## src/rtl/restador_circular.sv

```systemverilog
// Registered WIDTH-bit subtractor Y = A - B (mod 2^WIDTH) with Z/N/C/V flags.
// One-cycle latency, one operation per cycle; outputs hold while in_valid is low.
module restador_circular #(
    parameter int WIDTH = 4
) (
    input  logic             clk,
    input  logic             rst,
    input  logic             in_valid,
    input  logic [WIDTH-1:0] A,
    input  logic [WIDTH-1:0] B,
    output logic [WIDTH-1:0] Y,
    output logic             Z,
    output logic             N,
    output logic             C,
    output logic             V,
    output logic             out_valid
);

    typedef struct packed {
        logic [WIDTH-1:0] y;
        logic             z;
        logic             n;
        logic             c;
        logic             v;
    } res_t;

    logic [WIDTH:0] s;
    res_t           res_d;
    res_t           res_q;

    // Top bit of the extended sum is the carry-out: 1 means no borrow.
    assign s = {1'b0, A} + {1'b0, ~B} + {{WIDTH{1'b0}}, 1'b1};

    always_comb begin
        res_d   = '0;
        res_d.y = s[WIDTH-1:0];
        res_d.z = (s[WIDTH-1:0] == '0);
        res_d.n = s[WIDTH-1];
        res_d.c = s[WIDTH];
        res_d.v = (A[WIDTH-1] != B[WIDTH-1]) && (s[WIDTH-1] != A[WIDTH-1]);
    end

    always_ff @(posedge clk) begin
        if (rst) begin
            res_q     <= '{y: '0, z: 1'b1, n: 1'b0, c: 1'b0, v: 1'b0};
            out_valid <= 1'b0;
        end else begin
            out_valid <= in_valid;
            if (in_valid)
                res_q <= res_d;
        end
    end

    assign Y = res_q.y;
    assign Z = res_q.z;
    assign N = res_q.n;
    assign C = res_q.c;
    assign V = res_q.v;

endmodule

```

## config.mk

```make
export PLATFORM = sky130hd
export DESIGN_NAME = restador_circular
export DESIGN_NICKNAME = d
export VERILOG_FILES = /design/src/rtl/restador_circular.sv
export SDC_FILE = /design/constraint.sdc
export NUM_CORES = 1
export LEC_CHECK = 0
export ABC_AREA = 1
export BUFFER_PORTS_ARGS = -buffer_cell sky130_fd_sc_hd__buf_2
export CORE_AREA = 4 4 41 43
export DETAILED_ROUTE_END_ITERATION = 10
export DIE_AREA = 0 0 45 47
export PLACE_DENSITY = 0.57
export SYNTH_ARGS = -nofsm -noshare
export SYNTH_HDL_FRONTEND = slang
export SYNTH_SLANG_ARGS = --single-unit
```

## constraint.sdc

```tcl
create_clock -name clk -period 1.66 [get_ports clk]
set_clock_uncertainty 0.1 [all_clocks]
set_input_delay 0.166 -clock clk [delete_from_list [all_inputs] [get_ports clk]]
set_output_delay 0.166 -clock clk [all_outputs]
set_load 0.02 [all_outputs]
```

# Word-level counts from Yosys, hierarchy flattened
# Cells that the tools add are included.
[op_classes]
add_sub_neg = 2
n_eq_ne = 2
n_bitwise = 1
reduce_logical = 2
[ops]
columns = ["operator", "count"]
rows = [
  ["4-bit by 4-bit adder with 5-bit output", 1],
  ["5-bit by 1-bit adder with 5-bit output (second input constant)", 1],
  ["4-bit zero test", 1],
  ["4-bit NOT", 1],
  ["1-bit inequality test", 2],
  ["1-bit logical AND", 1],
]
[word_totals]
ff_bits = 9
inputBits = 11
output_inout_bits = 9
word_cells = 13

# Logic depth before layout (Yosys ltp)
[logic_depth]
ltp_word = 5
depth_mapped = 9
depth_no_buf = 9

# Worst setup path after synthesis
# Ideal clock, no wire load.
[synth_timing]
path_type = "input to register"
startpoint = "in A[0]"
endpoint = "reg res_q, in the netlist Z"
setup_ns = 0.069
t_arrival_ns = 1.175
t_required_ns = 1.491
setup_slack_ns = 0.316
cell_stages = 7
path_buffers = 0
cell_sequence = "inv_1 -> ha_1 -> inv_1 -> fa_1 -> nor2_1 -> o211ai_1 -> o21ai_1"
[synth_lines]
columns = ["item", "line_no", "text"]
rows = [
  ["start: declaration", "9", "input logic [WIDTH-1:0] A,"],
  ["end signal: assignment", "45", "res_q <= '{y: '0, z: 1'b1, n: 1'b0, c: 1'b0, v: 1'b0};"],
  ["end signal: assignment", "50", "res_q <= res_d;"],
  ["end: declaration", "29", "res_t res_q;"],
]

# Worst setup path in the final report
[layout_timing]
startpoint = "in A[0]"
endpoint = "reg res_q, in the netlist Y[2]"
[layout_between]
elab_chain_cells = 2
[layout_rtl]
columns = ["item", "line_no", "text"]
rows = [
  ["4-bit by 4-bit adder with 5-bit output", "32", "assign s = {1'b0, A} + {1'b0, ~B} + {{WIDTH{1'b0}}, 1'b1};"],
  ["5-bit by 1-bit adder with 5-bit output", "32", ""],
]
# No other way between the ends.
# A chain may end at the register's enable or synchronous reset.

==> key figures <==
STA
  – Slew Limit Fails: 0
  – Fin crit share: 0.748
  – Min cycle time layout: 1.24 ns
  – Final Setup Violations: 0
  – RSZ-0062 raised after global routing: no
  – Setup TNS: 0 ns
  – Final worst slack: roughly 0.42 ns
  – Max Freq: approximately 800 MHz
  – Worst slew pin tran: about 0.17 ns
  – Relative slew slack: 0.886
  – Final count of hold timing violations: 0

Synthesis
  – YS warnings: 0
  – Top FF cell, synth: dfxtp_1
  – Mux cell area share after synthesis: 0
  – Post-Synth Simple-Gate Area: 0.191
  – Most frequent cell after synthesis: inv_1
  – Largest family of logic cells by synthesized area: simple AND/OR/NAND/NOR gates
  – Register area share after synthesis: 0.350
  – Post-Synth Adder-Cell Area: 0.153
  – Synthesized cell area: approximately 460 um^2
  – Synth cell types: 13
  – Mapped Cells: between 60 and 70
  – Syn avg cell area: about 7.2 um^2
  – Top cells by area, synth: dfxtp_1, inv_1, ha_1, nand3_1, o21ai_0
  – Number of synthesized register bits: 8
  – Post-synth top cells: inv_1, dfxtp_1, nor2_1
  – Compound-Gate Fraction of Synth Area: 0.164
  – Syn Nets: 80
  – Async set-reset flop share out of synthesis: 0
  – Yosys top cell by area: dfxtp_1
  – Post-synth EDFFs: 0
  – XOR/XNOR Fraction of Synth Area: 0
  – Top cell type's share of synthesized area: 0.350

CTS
  – CTS buffer count: 3
  – CTS clk-pin slew, worst paths: 0.05 ns
  – H-tree depth: 1
  – Clock Path Buffers: 2
  – CTS tree: built
  – Post-CTS setup buffer count: 0
  – Clk_lat worst skew: between 0.2 and 0.3 ns
  – CTS Hold Bufs: 0
  – Clock Sinks: 8
  – CTS resizes: 0
  – Clk root buf: clkbuf_4

Worst setup path
  – Critical-path maximum fanout: 3
  – Setup CP Type: primary input to register
  – Worst setup EP type: register
  – R2R depth: 2
  – Crit path launch type: primary input
  – Critical Path RT: 1.70 ns
  – Arrival @ worst endpoint: approximately 1.3 ns

Power
  – Static Leak: about 0.34 nW
  – Max IR drop VDD: 0.000509 V
  – Pwr Density: between 800 and 900 mW/mm^2

Die
  – Core region area: ~0.0013 mm^2
  – Die H: 47 um
  – IO Pins: 20
  – Die area: around 0.0021 mm^2
  – Initial core utilization: 0.352
  – Die Wd: about 45 um
  – Cell Rows: 13

Hold path
  – Worst Hold Class: primary input to register
  – Hold path cells: 2

Drt
  – Routed WL: around 960 um
  – Met2 wire len: 413 um
  – Max layer used: met3
  – Antenna-violating nets left: 0
  – Post-DR wirelength/cell: around 9.7 um
  – DR DRC count: 0
  – Routed wl met3: slightly above 100 um
  – Initial DRC count: 21
  – Met1 wire length: about 440 um
  – DR vias: around 450
  – Drt first pass iters: 4
  – Via density: ~4.5

Global routing
  – Gr usage total: 0.102
  – Initial antenna violation count: 0
  – Number of global-route vias before repair: approximately 370
  – GR Overflow Total: 0
  – Largest net degree at the start of global routing: 12
  – First-pass GRT wire length: between 1000 and 1500 um

Placement
  – Port Buf Inserts: 19
  – Routability Congestion: between 0.7 and 0.8
  – Post-Place Worst Slack: 0.156 ns
  – Placed cell areas: approximately 560 um^2
  – HPWL after DPL: 811 um

Final layout
  – Layout overhead on the synthesized area: 27.0%
  – Nets: 102
  – Final Cell Area: 582 um^2
  – Layout cell share with drive strength beyond 1: 0.262
  – FF+latch area: 160 um^2
  – Area of the multi-input gates: roughly 230 um^2
  – Fill count: about 140
  – Antenna diodes: 0

Status
  – Outcome: finished, final reports clean

Flow run
  – Max Cap Viol: 0
path summary, 6_finish.rpt:
check                           startpoint         to  slack (ns)
worst min-delay path                   rst  out_valid       0.009
worst min register to register           Z          Z        0.38
worst max register to register        Y[2]       Y[2]        0.93
worst max-delay path                  A[0]       Y[2]        0.42
where the power goes:
group	total, mW	internal (mW)	switching (mW)	leakage [nW]
Sequential	0.215	0.208	0.00664	0.0666
Combinational	0.134	0.0512	0.0826	0.260
Clock	0.145	0.0825	0.0630	0.0138
Total	0.494	0.342	0.152	0.340
worst max-delay path, stage by stage:
cell,delay [ns]
buf_2,0.09
inv_1,0.04
ha_1,0.13
inv_1,0.06
fa_1,0.38
nor2_1,0.15
o21ai_0,0.10
o211ai_1,0.09
inv_1,0.06
cell type report:
type,count,area share
clock buffers,3,0.0387
flip-flops and latches,8,0.275
multi-input cells,40,0.400
inverters,14,0.0903
well taps,15,0.0323
repair buffers,19,0.163
metrics by stage:
step | utilization | cells | hold slack (ns) | total power, mW
2_1_floorplan | - | 64 | 0.138 | 0.311
3_3_place_gp | 0.430 | 96 | 0.277 | 0.353
3_5_place_dp | 0.430 | 96 | 0.276 | 0.354
5_1_grt | 0.447 | 99 | 0.0151 | 0.532
6_report | 0.447 | 99 | 0.00897 | 0.494
4_1_cts | 0.447 | 99 | 0.00437 | 0.502
logic make-up after synthesis:
group                      count (synthesis)
buffers and inverters                     16
DFF                                        8
AOI/OAI and AO/OA                         14
and+or+nand+nor                           21
adders and majority gates                  5
cell usage in the layout, fill, tap and decap left out, types with 3 or more instances in the layout:
| cell | instances |
|---|---|
| clkbuf_4 | 3 |
| nor2_1 | 8 |
| inv_1 | 14 |
| ha_1 | 4 |
| nand3_1 | 7 |
| dfxtp_1 | 8 |
| a21oi_1 | 5 |
| o21ai_0 | 6 |
| buf_2 | 19 |
| nand2_1 | 6 |
registers in the layout, summed over array words and instances (netlist names):
name	cells
C	1
V	1
Y	4
out_valid	1
Z	1
metal layers:
layer  up-vias  GRT usage
li1        244          -
met1       185      0.122
met2        17      0.138
met3         0     0.0805
met4         0     0.0351
met5         -          0
(Power assumes the default switching activity.)
